<file path="config.mk">
export PLATFORM = sky130hd
export DESIGN_NAME = reg_write_arbiter
export DESIGN_NICKNAME = d
export VERILOG_FILES = /design/src/rtl/reg_write_arbiter.sv
export SDC_FILE = /design/constraint.sdc
export NUM_CORES = 1
export LEC_CHECK = 0
export ABC_AREA = 1
export CORE_UTILIZATION = 42
export DETAILED_ROUTE_END_ITERATION = 8
export PLACE_DENSITY_LB_ADDON = 0.2
export SYNTH_ARGS = -nofsm -noshare
export SYNTH_HDL_FRONTEND = slang
export SYNTH_SLANG_ARGS = --single-unit
</file>
<file path="constraint.sdc">
create_clock -name clk -period 2.2 [get_ports clk]
set_input_delay 0.22 -clock clk [delete_from_list [all_inputs] [get_ports clk]]
set_output_delay 0.22 -clock clk [all_outputs]
set_load 0.01 [all_outputs]
</file>
<file path="src/rtl/reg_write_arbiter.sv">
// Round-robin arbiter sharing one register-bank write port between NREQ requesters.
// Every output is registered so the bank's enables are glitch-free.

module reg_write_arbiter_lane #(
  parameter int NREGS = 4,
  parameter int AW    = 2,
  parameter int WIDTH = 8
) (
  input  logic             req,
  input  logic             gnt,
  input  logic [AW-1:0]    addr,
  input  logic [WIDTH-1:0] data,
  input  logic             sel,
  output logic             elig,
  output logic [NREGS-1:0] en,
  output logic [WIDTH-1:0] dout
);
  // A requester still seeing its grant is dropping req; not eligible yet.
  assign elig = req & ~gnt;
  assign dout = sel ? data : '0;

  // Addresses at or beyond NREGS decode to no enable: the write is dropped.
  for (genvar r = 0; r < NREGS; r++) begin : g_dec
    assign en[r] = sel & (addr == AW'(r));
  end
endmodule

module reg_write_arbiter #(
  parameter int NREQ  = 2,
  parameter int NREGS = 4,
  parameter int AW    = 2,
  parameter int WIDTH = 8
) (
  input  logic                  clk,
  input  logic                  nclr,
  input  logic [NREQ-1:0]       req,
  input  logic [NREQ*AW-1:0]    addr,
  input  logic [NREQ*WIDTH-1:0] data,
  input  logic                  hold,
  output logic [NREQ-1:0]       gnt,
  output logic [NREGS-1:0]      wr_en,
  output logic [WIDTH-1:0]      wr_data,
  output logic                  busy
);
  localparam int PW = (NREQ > 1) ? $clog2(NREQ) : 1;

  logic [PW-1:0]                   ptr, win, ptr_nxt;
  logic                            found;
  int                              scan_idx;
  logic [NREQ-1:0]                 elig, gnt_nxt;
  logic [NREQ-1:0][NREGS-1:0]      lane_en;
  logic [NREQ-1:0][WIDTH-1:0]      lane_data;
  logic [NREGS-1:0]                wr_en_nxt;
  logic [WIDTH-1:0]                wr_data_nxt;

  for (genvar i = 0; i < NREQ; i++) begin : g_lane
    reg_write_arbiter_lane #(.NREGS(NREGS), .AW(AW), .WIDTH(WIDTH)) u_lane (
      .req  (req[i]),
      .gnt  (gnt[i]),
      .addr (addr[i*AW +: AW]),
      .data (data[i*WIDTH +: WIDTH]),
      .sel  (gnt_nxt[i]),
      .elig (elig[i]),
      .en   (lane_en[i]),
      .dout (lane_data[i])
    );
  end

  // First eligible index scanning ptr, ptr+1, ... mod NREQ; hold suppresses any winner.
  always_comb begin
    found    = 1'b0;
    win      = '0;
    scan_idx = 0;
    for (int k = 0; k < NREQ; k++) begin
      scan_idx = int'(ptr) + k;
      if (scan_idx >= NREQ) scan_idx = scan_idx - NREQ;
      if (!found && !hold && elig[scan_idx]) begin
        found = 1'b1;
        win   = PW'(scan_idx);
      end
    end
  end

  always_comb begin
    ptr_nxt = (int'(win) == NREQ - 1) ? '0 : win + PW'(1);
    for (int i = 0; i < NREQ; i++)
      gnt_nxt[i] = found && (win == PW'(i));
  end

  // Non-selected lanes contribute zero, so OR-reduction is a one-hot mux.
  always_comb begin
    wr_en_nxt   = '0;
    wr_data_nxt = '0;
    for (int i = 0; i < NREQ; i++) begin
      wr_en_nxt   = wr_en_nxt | lane_en[i];
      wr_data_nxt = wr_data_nxt | lane_data[i];
    end
  end

  always_ff @(posedge clk or negedge nclr) begin
    if (!nclr) begin
      gnt     <= '0;
      wr_en   <= '0;
      wr_data <= '0;
      busy    <= 1'b0;
      ptr     <= '0;
    end else begin
      gnt   <= gnt_nxt;
      wr_en <= wr_en_nxt;
      busy  <= |(req & ~gnt_nxt);
      if (found) begin
        wr_data <= wr_data_nxt;
        ptr     <= ptr_nxt;
      end
    end
  end
endmodule

</file>
# [Word level (Yosys, flattened, before mapping)]
# Cells that the tools add are included.
# Widths: inputs -> output; s select.
[op_classes] bitwise_logic=17 addsub=4 eq_ne=6 order_cmp=4 muxes=15 reduce_logical=10
[ops] op="$lt 32x3->1 const B" n=2
[ops] op="$mux 32" n=2
[ops] op="$mux 8" n=2
[ops] op="$mux 1" n=11
[ops] op="$and 1x1->1" n=10
[ops] op="$eq 2x2->1 const B" n=4
[ops] op="$or 8x8->8" n=1
[ops] op="$logic_and 1x1->1" n=5
[ops] op="$eq 2x1->1 const B" n=2
[ops] op="$logic_not 2->1" n=2
[ops] op="$or 4x4->4" n=1
[ops] op="$not 1->1" n=3
[ops] op="$sub 1x2->3 const B" n=1
[ops] op="$sub 2x2->3 const B" n=1
[ops] op="$add 1x1->2 const B" n=1
[ops] op="$and 2x2->2" n=1
[ops] op="$ge 1x2->1 const B" n=1
[ops] op="$ge 2x2->1 const B" n=1
[ops] op="$logic_not 1->1" n=2
[ops] op="$not 2->2" n=1
[ops] op="$reduce_or 2->1" n=1
[ops] op="$add 1x1->1 const B" n=1
[totals] output_inout_bits=15 ff_bits=16 elab_cells=61 input_bits=25

# [Depth between registers and ports, before layout]
# Gate-level depths: netlist of the first run.
[logic_depth] ltp_word=16 ltp_mapped=7 ltp_nobuf=7

# [Cells and area by module]
# A second synthesis of the first run with hierarchy kept.
[unflattened] hier_cells=116 area_unflattened_um2=849.6
[by_module_without_submodules] module="reg_write_arbiter" seq_area_each_um2=400.4 instances=1 cells_each=62 area_per_inst_um2=621.8
[by_module_without_submodules] module="reg_write_arbiter_lane" seq_area_each_um2=0.0 instances=2 cells_each=27 area_per_inst_um2=113.9

# [Least setup slack after synthesis of the first run]
# Ideal clock, no wire load.
[synth_path] path_type="flip-flop to flip-flop" from="reg gnt[1]" to="reg wr_data[0]" t_required_ps=2075 arrival_time_ps=1026 path_stages_with_launch=8 setup_slack_ps=1049 path_buffers=1 synth_period_minus_slack_ps=1151 setup_ps=125 path_cell_list="dfrtp_1 > inv_1 > nand2_2 > nor2_4 > nand2_4 > buf_6 > nand3_1 > nand3_1"
[synth_between] elab_chain_cells=15 word_cells_on_any_way=22 classes_between="mux: 12; bitwise: 4; reduce/logical: 6"
[synth_rtl] element="start, declared" line="40" source="output logic [NREQ-1:0] gnt,"
[synth_rtl] element="start signal, assigned" line="108" source="gnt <= gnt_nxt;"
[synth_rtl] element="$not 1->1 *" line="19" source="assign elig = req & ~gnt;"
[synth_rtl] element="$and 1x1->1 *" line="19"
[synth_rtl] element="$mux 1 (not written as such) (3 in a row)" line="77" source="if (!found && !hold && elig[scan_idx]) begin"
[synth_rtl] element="$logic_and 1x1->1" line="77"
[synth_rtl] element="$mux 1" line="77"
[synth_rtl] element="$logic_not 1->1" line="77"
[synth_rtl] element="$logic_and 1x1->1 (2 in a row)" line="77"
[synth_rtl] element="$mux 1" line="77"
[synth_rtl] element="$not 1->1" line="87" source="gnt_nxt[i] = found && (win == PW'(i));"
[synth_rtl] element="$logic_and 1x1->1" line="87"
[synth_rtl] element="$mux 8" line="20" source="assign dout = sel ? data : '0;"
[synth_rtl] element="$or 8x8->8" line="96" source="wr_data_nxt = wr_data_nxt | lane_data[i];"
[synth_rtl] element="end signal, assigned" line="112" source="wr_data <= wr_data_nxt;"
[synth_rtl] element="end, declared" line="42" source="output logic [WIDTH-1:0] wr_data,"
# Every way passes the cells marked *; elsewhere a longest branch is shown, timed or not. The select of a mux whose other input is x is not followed.
# A chain may end at the register's enable or synchronous reset.

# [Final worst setup path of the first run]
[layout_path] from="reg wr_data[5]" to="out wr_data[5]"
# No word-level cell between the ends.

==> results of run 1 <==
[cell usage after synthesis]
library cell  number  area, sq um
nor2_1             3        11.26
nand2_4            2        22.52
nand3_1           36        180.2
dfrtp_1           16        400.4
inv_1             11        41.29
nand2_2            1        6.260
o21ai_1            1        5.000
buf_4              2        15.01
nand2_1            9        33.78
buf_6              2        22.52
nor2_4             1        11.26
nand3_2            3        30.03
o21ai_0            4        20.02
[cell type report]
type	instances	area share, %
sequential	16	32.82
clock buffer	4	2.974
inverter	11	3.385
timing repair buffer	39	32.00
tap	25	2.564
multi-input combinational	60	26.26
[worst min-delay path by stage]
stage / cells past startpoint / slack [ns] / endpoint
6_report: 1 / 0.35 / wr_data[6]$_DFFE_PN0P_
5_1_grt: 1 / 0.42 / wr_data[6]$_DFFE_PN0P_
4_1_cts: 1 / 0.37 / wr_data[1]$_DFFE_PN0P_
3_5_place_dp: 2 / 0.52 / wr_data[3]$_DFFE_PN0P_
3_3_place_gp: 2 / 0.51 / ptr$_DFFE_PN0P_
2_1_floorplan: 0 / -0.08 / busy$_DFF_PN0_
[sequential cells by signal, indices dropped and copies added (netlist names)]
| signal | cells |
|---|---|
| busy | 1 |
| gnt | 2 |
| ptr | 1 |
| wr_data | 8 |
| wr_en | 4 |
[kinds of logic (layout without fill, tap and decap cells)]
family / after synthesis / in the layout / synth area share (%)
AND/OR/NAND/NOR: 55 / 55 / 36.93
buffers and inverters: 15 / 54 / 9.858
flip-flops: 16 / 16 / 50.08
AO/OA/AOI/OAI: 5 / 5 / 3.129
[where the power goes]
part,switching [mW],internal [mW],total [mW]
registers,0.0213,0.338,0.359
logic,0.119,0.143,0.262
clock network,0.0911,0.101,0.192
[layer usage]
metal | vias to the layer above | GRT usage [%] | part of all wire [%]
met5 | - | 0 | 0
met4 | 0 | 9.091 | 1.3
li1 | 382 | - | -
met3 | 4 | 2.381 | 5.8
met2 | 33 | 35.14 | 50
met1 | 384 | 25.57 | 43
[per-stage QoR]
| step | total power [mW] | setup slack, ns | cell area [sq um] | hold WS (ns) |
|---|---|---|---|---|
| 2_1_floorplan | 0.4820 | 1.049 | 799.5 | -0.07559 |
| 3_3_place_gp | 0.6212 | 0.6387 | 1184 | 0.5134 |
| 3_5_place_dp | 0.6269 | 0.5513 | 1184 | 0.5195 |
| 4_1_cts | 0.8190 | 0.7828 | 1220 | 0.3730 |
| 5_1_grt | 0.8568 | 0.7406 | 1220 | 0.4192 |
| 6_report | 0.8131 | 0.7838 | 1220 | 0.3536 |
==> qor.txt, run 1 <==
Status: finished clean
Drt drc: 0
Die Span Y: 45.63 um
Average wire per standard cell: 12.61 um
TritonCTS clock tree: built
Ys Warns: 0
CTS Hold Bufs: 0
Port-buffer cells: 39
Multi-input gate area: 320.3 sq um
Setup Skew: 0.008383 ns
I/O pin count: 40
Fmax: 0.7061 GHz
CTS root buf: clkbuf_4
Commonest non-fill, non-tap cell in the layout: clkdlybuf4s50_1
Hold crit path type: primary input to async pin
CTS clk-pin slew, worst paths: 0.10 ns
Routed wire length: 1.954 mm
Cells after Synth: 91
Syn Nets: 116
First-pass GRT wire length: 3.001 mm
Remaining Overflow, GRT: 0
Post_cts resized: 0
H-tree depth: 1
FF-to-FF Start: gnt[0]$_DFF_PN0_
Critical Path Sink: wr_data[5]
Endpoints failing hold: 0
Setup violations, final: 0
Largest net degree at the start of global routing: 20
Vias per inst: 5.181
Post-Syn Area: 799.5 sq um
Fraction of layout cells with a size suffix above 1: 8.462%
CP peak stage delay: 0.54 ns
Commonest cells after routing, fill and taps aside: clkdlybuf4s50_1, nand3_1, dfrtp_1
Crit path from: wr_data[5]$_DFFE_PN0P_
CTS sink cnt: 16
Nature of the critical path endpoint: output port
ANT cells: 0
Final worst-path cycle share: 64.37%
Crit path kind: register to output port
Row cnt: 15
Die Wd: 45.63 um
CTS max path bufs: 2
Clk_lat worst skew: 0.29 ns
TNS Setup: 0 ns
Number of global-route vias before repair: 725
Core ar.: 1764 sq um
Non-Filler Instances: 155
Cells after DPL: 151
FF+latch count, synth: 16
Antenna violations before repair: 0
Data required, critical path: 1.98 ns
Syn-to-layout area delta: 52.58%
Maximum capacitance violations: 0
Initial Utilization: 45.32%
Hpwl dp: 1.442 mm
Fillers: 152
Avg Inst Size Synth: 8.786 sq um
Reg2reg path depth: 6
Final antenna-violating net count: 0
Startpoint Class: register
NumNets Final: 156
Tmin final: 1.416 ns
DR iter-0 viols: 25
VDD IR max: 0.4469 mV
Rel. slew slack: 52.29%
PwrDens: 666.5 nW/um^2
Sequential element share of the synthesized area: 50.08%
Placer Congestion: 0.7961
Setup bufs post-CTS: 0
Leakage: 0.5626 nW
Final core occ: 69.15%
Routed via count: 803
CP top delay family: buffers and inverters
Data arrival, critical path: 1.20 ns
Tightest Pin Transition: 0.7135 ns
Register area: 400.4 sq um
Crit path max fanout: 2
Yosys cell types: 13
Reg2Reg Capture Point: busy$_DFF_PN0_
Global Route Usage Sum: 20.47%
R2r setup slk: 0.88 ns
Die ar.: 2082 sq um
Drt pass-1 iters: 6
Bufs and invs on worst path: 1
Slew Limit Fails: 0
Critical path depth in cells: 1
Slowest cell on the critical path: clkdlybuf4s50_1
RSZ-0062 raised after global routing: no
CTS buffer count: 3
Crit-path cells: clkdlybuf4s50_1
No activity file was read; power rests on OpenSTA's default activity.
==> run 2, diff against run 1 <==
--- a/config.mk
+++ b/config.mk
@@ -6,7 +6,7 @@
 export NUM_CORES = 1
 export LEC_CHECK = 0
 export ABC_AREA = 1
-export CORE_UTILIZATION = 42
+export CORE_UTILIZATION = 35
 export DETAILED_ROUTE_END_ITERATION = 8
 export PLACE_DENSITY_LB_ADDON = 0.2
 export SYNTH_ARGS = -nofsm -noshare
==> constraint.sdc (replaced) <==
create_clock -name clk -period 1.2 [get_ports clk]
set_input_delay 0.12 -clock clk [delete_from_list [all_inputs] [get_ports clk]]
set_output_delay 0.12 -clock clk [all_outputs]
set_load 0.01 [all_outputs]
==> run 2 against run 1 <==
Clock-buffer cell count shrank 1. Routed wire length grew 4.7%. Global-route usage shrank 2.0 points. Worst setup slack lost 0.74 ns. Register-to-register slack lost 0.84 ns. Combinational power grew 80%. Hold slack lost 0.20 ns. Total power grew 73%. Cell area grew 4.0%. Flip-flop and latch count is the same. Largest cell class is now buffers.
==> qor.txt, run 2 (synthesis results as in run 1) <==
Routed via count: 807 (+0.50%)
Final worst-path cycle share: 96.27%
Drt pass-1 iters: 4 (-2)
VDD IR max: 0.5827 mV (+30%)
Final setup margin: 0.04472 ns (-0.7391 ns)
Maximum capacitance violations: 0 (unchanged)
Commonest cells after routing, fill and taps aside: nand3_1, clkdlybuf4s50_1, dfrtp_1
CTS buffer count: 3 (unchanged)
Endpoints failing hold: 0 (unchanged)
Fmax: 0.8656 GHz
Slew Limit Fails: 0 (unchanged)
CTS sink cnt: 16 (unchanged)
TritonCTS clock tree: built
Most flop-heavy register: wr_data
Crit path max fanout: 9 (+7)
PwrDens: 1107 nW/um^2 (+66%)
Syn-to-layout area delta: 58.69%
Clk_lat worst skew: 0.28 ns (about the same)
Data arrival, critical path: 1.32 ns (+0.12 ns)
Max reg flops: 8 (unchanged)
Antenna violations before repair: 0 (unchanged)
Core ar.: 2062 sq um (+17%)
Die ar.: 2480 sq um (+19%)
Leakage: 0.6258 nW (+11%)
Final antenna-violating net count: 0 (unchanged)
NumNets Final: 163 (+4.5%)
RSZ-0062 raised after global routing: yes
Final Cell Area: 1269 sq um (+4.0%)
Non-Filler Instances: 163 (+5.2%)
Tot Pwr: 1.404 mW (+73%)
Top flop regs: wr_data (8), wr_en (4), gnt (2)
Reg2Reg Capture Point: wr_en[1]$_DFF_PN0_
CTS clk-pin slew, worst paths: 0.09 ns (about the same)
R2r setup slk: 0.04 ns (-0.84 ns)
Remaining Overflow, GRT: 0 (unchanged)
First-pass GRT wire length: 3.450 mm (+15%)
Area after DPL: 1231 sq um (+4.0%)
DR iter-0 viols: 14 (-44%)
Number of global-route vias before repair: 782 (+7.9%)
Port-buffer cells: 39 (unchanged)
Routed wire length: 2.046 mm (+4.7%)
Row cnt: 16 (+1)
Hpwl dp: 1.487 mm (+3.1%)
FF-to-FF Start: gnt[1]$_DFF_PN0_
Average wire per standard cell: 12.55 um (-0.43%)
Vias per inst: 4.951 (-4.4%)
Die Span Y: 49.80 um (+9.1%)
Fillers: 189 (+24%)
Status: finished clean
Place WS: -0.1428 ns (-0.6941 ns)
Crit path kind: register to register
Data required, critical path: 1.36 ns (-0.62 ns)
Cells after DPL: 159 (+5.3%)
Setup violations, final: 0 (unchanged)
Fraction of layout cells with a size suffix above 1: 13.97% (+5.5 points)
Drt drc: 0 (unchanged)
H-tree depth: 1 (unchanged)
Tightest Pin Transition: 0.2387 ns (-0.4747 ns)
Setup Skew: 0.005504 ns (-0.002879 ns)
Hold crit path type: primary input to async pin
Startpoint Class: register
Reg2reg path depth: 6 (unchanged)
Initial Utilization: 38.77% (-6.5 points)
Nature of the critical path endpoint: register
CTS root buf: clkbuf_4
Largest net degree at the start of global routing: 20 (unchanged)
I/O pin count: 40 (unchanged)
Placer Congestion: 0.7378 (-7.3%)
Tmin final: 1.155 ns
ANT cells: 0 (unchanged)
Setup bufs post-CTS: 0 (unchanged)
Die Wd: 49.80 um (+9.1%)
Commonest non-fill, non-tap cell in the layout: nand3_1
Global Route Usage Sum: 18.42% (-2.0 points)
Rel. slew slack: 84.05% (+32 points)
CTS max path bufs: 2 (unchanged)
-- run 2: per-stage QoR --
step | setup TNS, ns | hold WS (ns) | utilization, %
2_1_floorplan | 0 | -0.1756 | -
3_3_place_gp | -0.9913 | 0.4597 | 59.71
3_5_place_dp | -1.470 | 0.4572 | 59.71
4_1_cts | 0 | 0.1490 | 59.89
5_1_grt | -0.05693 | 0.1880 | 61.53
6_report | 0 | 0.1502 | 61.53
-- run 2: layout make-up --
type	instances	area [sq um]	area share [%]
inverters	11	41.29	3.254
multi-input cells	61	350.3	27.61
repair buffers	45	420.4	33.14
flip-flops and latches	16	400.4	31.56
clock buffers	3	22.52	1.775
well taps	27	33.78	2.663
-- run 2: layer usage --
metal | vias to the layer above | routed length (um) | global-route usage [%]
li1 | 398 | - | -
met1 | 379 | 902 | 22.50
met2 | 28 | 1019 | 30.41
met3 | 2 | 104 | 3.395
met4 | 0 | 19 | 10.00
met5 | - | 0 | 0
-- run 2: worst max-delay path: stages, from the launching register on --
cell and delay [ns]:
dfrtp_1 0.39, inv_2 0.07, nand2_2 0.06, nor2_4 0.23, nand2_4 0.13, nand3_1 0.08
o21ai_0 0.08
-- run 2: worst max path at each step --
stage / startpoint / endpoint / cells after the start
after floorplan: gnt[1]$_DFF_PN0_ / wr_data[0]$_DFFE_PN0P_ / 7
after global routing: gnt[0]$_DFF_PN0_ / busy$_DFF_PN0_ / 6
after CTS: gnt[0]$_DFF_PN0_ / busy$_DFF_PN0_ / 6
after detailed placement: req[0] / busy$_DFF_PN0_ / 6
after global placement: req[1] / wr_en[2]$_DFF_PN0_ / 6
final: gnt[1]$_DFF_PN0_ / wr_en[1]$_DFF_PN0_ / 6
-- run 2: what timing repair did --
action | in CTS | in global routing
hold buffers | 0 | 0
pin swaps | 0 | 5
endpoints found under the hold margin | 0 | 0
gates cloned | 0 | 1
resized for setup | 15 | 7
setup endpoints to repair | 15 | 1
-- run 2: power by group --
part / internal [mW] / switching, mW / total, mW
logic: 0.235 / 0.235 / 0.471
registers: 0.620 / 0.0381 / 0.658
clock network: 0.116 / 0.159 / 0.276
total: 0.971 / 0.433 / 1.40
==> run 3, diff against run 2 <==
--- a/config.mk
+++ b/config.mk
@@ -6,8 +6,10 @@
 export NUM_CORES = 1
 export LEC_CHECK = 0
 export ABC_AREA = 1
+export CORE_MARGIN = 5
 export CORE_UTILIZATION = 35
 export DETAILED_ROUTE_END_ITERATION = 8
+export GPL_TIMING_DRIVEN = 0
 export PLACE_DENSITY_LB_ADDON = 0.2
 export SYNTH_ARGS = -nofsm -noshare
 export SYNTH_HDL_FRONTEND = slang
==> run 3 against run 2 <==
Via count is 4.8% higher. Critical path type unchanged. Cell area increased by 11%. Sequential power is essentially flat. Largest cell class unchanged. Non-clock buffer count increased by 5. Hold slack improved by 0.10 ns. Fmax is 2.2% lower. Flip-flop and latch count is the same. Sequential share of layout area shrank 3.1 points. First-iteration DRC count increased by 71%. Global-route usage decreased by 3.2 points. Clock power grew 31%. Clock skew shrank 0.00075 ns.
==> qor.txt, run 3 (synthesis results as in run 1) <==
Status: finished clean
Die ar.: 3340 sq um (+35%)
Drt drc: 0 (unchanged)
Final antenna-violating net count: 0 (unchanged)
CTS buffer count: 3 (unchanged)
Register area: 400.4 sq um (unchanged)
I/O pin count: 40 (unchanged)
Crit path max fanout: 7 (-2)
Rel. slew slack: 51.43% (-33 points)
NetSw: 0.4731 mW (+9.3%)
Average wire per standard cell: 13.92 um (+11%)
Fillers: 183 (-3.2%)
Fmax: 0.8467 GHz (-2.2%)
Most flop-heavy register: wr_data
Routed wire length: 2.352 mm (+15%)
Nature of the critical path endpoint: register
Final worst-path cycle share: 98.42% (+2.2 points)
Die Wd: 57.80 um (+16%)
R2r setup slk: 0.02 ns (-0.03 ns)
Top flop regs: wr_data (8), wr_en (4), gnt (2)
Reg2Reg Capture Point: wr_data[2]$_DFFE_PN0P_
VDD IR max: 0.6108 mV (+4.8%)
Largest net degree at the start of global routing: 17 (-15%)
CTS sink cnt: 16 (unchanged)
Switching share of total power: 30.40% (-0.42 points)
Maximum capacitance violations: 0 (unchanged)
H-tree depth: 1 (unchanged)
Core ar.: 2191 sq um (+6.2%)
Fin Hold WS: 0.2517 ns (+0.1015 ns)
Hpwl dp: 1.617 mm (+8.8%)
Drt pass-1 iters: 4 (unchanged)
First-pass GRT wire length: 3.884 mm (+13%)
Syn-to-layout area delta: 75.90%
Tightest Pin Transition: 0.7262 ns (+0.4875 ns)
Remaining Overflow, GRT: 0 (unchanged)
Clk_lat worst skew: 0.29 ns (about the same)
Hold crit path type: primary input to async pin
Multi-input gate area: 402.9 sq um (+15%)
Startpoint Class: register
Row cnt: 17 (+1)
Non-Filler Instances: 169 (+3.7%)
Die Span Y: 57.80 um (+16%)
Cells after DPL: 158 (-0.63%)
Clk pwr share: 23.2% (+3.6 points)
Data arrival, critical path: 1.36 ns (+0.04 ns)
Endpoints failing hold: 0 (unchanged)
Max reg flops: 8 (unchanged)
Fraction of layout cells with a size suffix above 1: 26.95% (+13 points)
Crit path kind: register to register
DR iter-0 viols: 24 (+10)
Vias per inst: 5.006 (+1.1%)
Number of global-route vias before repair: 838 (+7.2%)
Sequential power share: 42.2% (-4.7 points)
Tmin final: 1.181 ns (+0.02580 ns)
Placer Congestion: 0.7694 (+4.3%)
Global Route Usage Sum: 15.18% (-3.2 points)
NumNets Final: 167 (+2.5%)
Tot Pwr: 1.556 mW (+11%)
Routed via count: 846 (+4.8%)
Logic pwr share: 34.6% (+1.1 points)
Commonest cells after routing, fill and taps aside: nand3_1, clkdlybuf4s50_1, dfrtp_1
Leakage: 0.6953 nW (+11%)
Setup violations, final: 0 (unchanged)
Slew Limit Fails: 0 (unchanged)
Data required, critical path: 1.38 ns (+0.02 ns)
CTS max path bufs: 2 (unchanged)
RSZ-0062 raised after global routing: yes
TritonCTS clock tree: built
CTS root buf: clkbuf_4
TNS Setup: 0 ns (unchanged)
ANT cells: 0 (unchanged)
Pint: 1.083 mW (+12%)
Setup Skew: 0.004755 ns (-0.0007488 ns)
PwrDens: 1107 nW/um^2 (about the same)
Initial Utilization: 36.49% (-2.3 points)
Reg2reg path depth: 7 (+1)
Antenna violations before repair: 0 (unchanged)
CTS clk-pin slew, worst paths: 0.10 ns (about the same)
CTS Hold Bufs: 0 (unchanged)
FF-to-FF Start: gnt[1]$_DFF_PN0_
Port-buffer cells: 39 (unchanged)
-- run 3: through the flow --
| stage | utilization (%) | area (sq um) | setup slack [ns] |
|---|---|---|---|
| 2_1_floorplan | - | 799.5 | 0.04882 |
| 3_3_place_gp | 55.91 | 1225 | -0.3173 |
| 3_5_place_dp | 55.91 | 1225 | -0.3240 |
| 4_1_cts | 58.77 | 1287 | 0.003012 |
| 5_1_grt | 64.19 | 1406 | -0.03292 |
| 6_report | 64.19 | 1406 | 0.01891 |
-- run 3: what timing repair did --
item                                    4_1_cts  5_1_grt
pin swaps                                     1        2
buffers inserted                              3        3
endpoints found under the setup margin       26       13
gates resized for setup                      22       18
cloned                                        0        1
-- run 3: critical path, stage by stage, from the launching register on --
cell and delay (ns):
dfrtp_1 0.40, inv_2 0.09, nand2_2 0.06, nor2_4 0.13
nand2_4 0.10, buf_8 0.15, nand3_1 0.06, nand3_1 0.07
-- run 3: how the worst max path moves through the flow --
stage / to / depth (start not counted) / startpoint
CTS: wr_data[2]$_DFFE_PN0P_ / 7 / gnt[1]$_DFF_PN0_
floorplan: wr_data[0]$_DFFE_PN0P_ / 7 / gnt[1]$_DFF_PN0_
global placement: wr_data[3]$_DFFE_PN0P_ / 7 / req[1]
finish: wr_data[2]$_DFFE_PN0P_ / 7 / gnt[1]$_DFF_PN0_
detailed placement: wr_data[2]$_DFFE_PN0P_ / 7 / req[1]
global route: wr_data[2]$_DFFE_PN0P_ / 7 / gnt[1]$_DFF_PN0_
-- run 3: final cells by class --
cell class / count / area share [%]
flip-flops and latches: 16 / 28.47
inverters: 11 / 2.936
multi-input cells: 60 / 28.65
well taps: 28 / 2.491
plain buffers: 4 / 2.936
clock buffers: 4 / 2.580
repair buffers: 46 / 31.94
-- run 3: layer usage --
layer / global-route usage (%) / vias up / routed length (um)
li1: - / 407 / -
met1: 19.62 / 394 / 942
met2: 23.06 / 38 / 1152
met3: 3.341 / 7 / 179
met4: 8.940 / 0 / 78
met5: 0 / - / 0
-- run 3: power by group through the flow --
stage	clock (mW)	sequential, mW	combinational, mW
global route	0.391	0.668	0.592
floorplan	0	0.701	0.183
finish	0.362	0.656	0.539
global placement	0	0.665	0.501
CTS	0.374	0.658	0.481
detailed placement	0	0.671	0.506
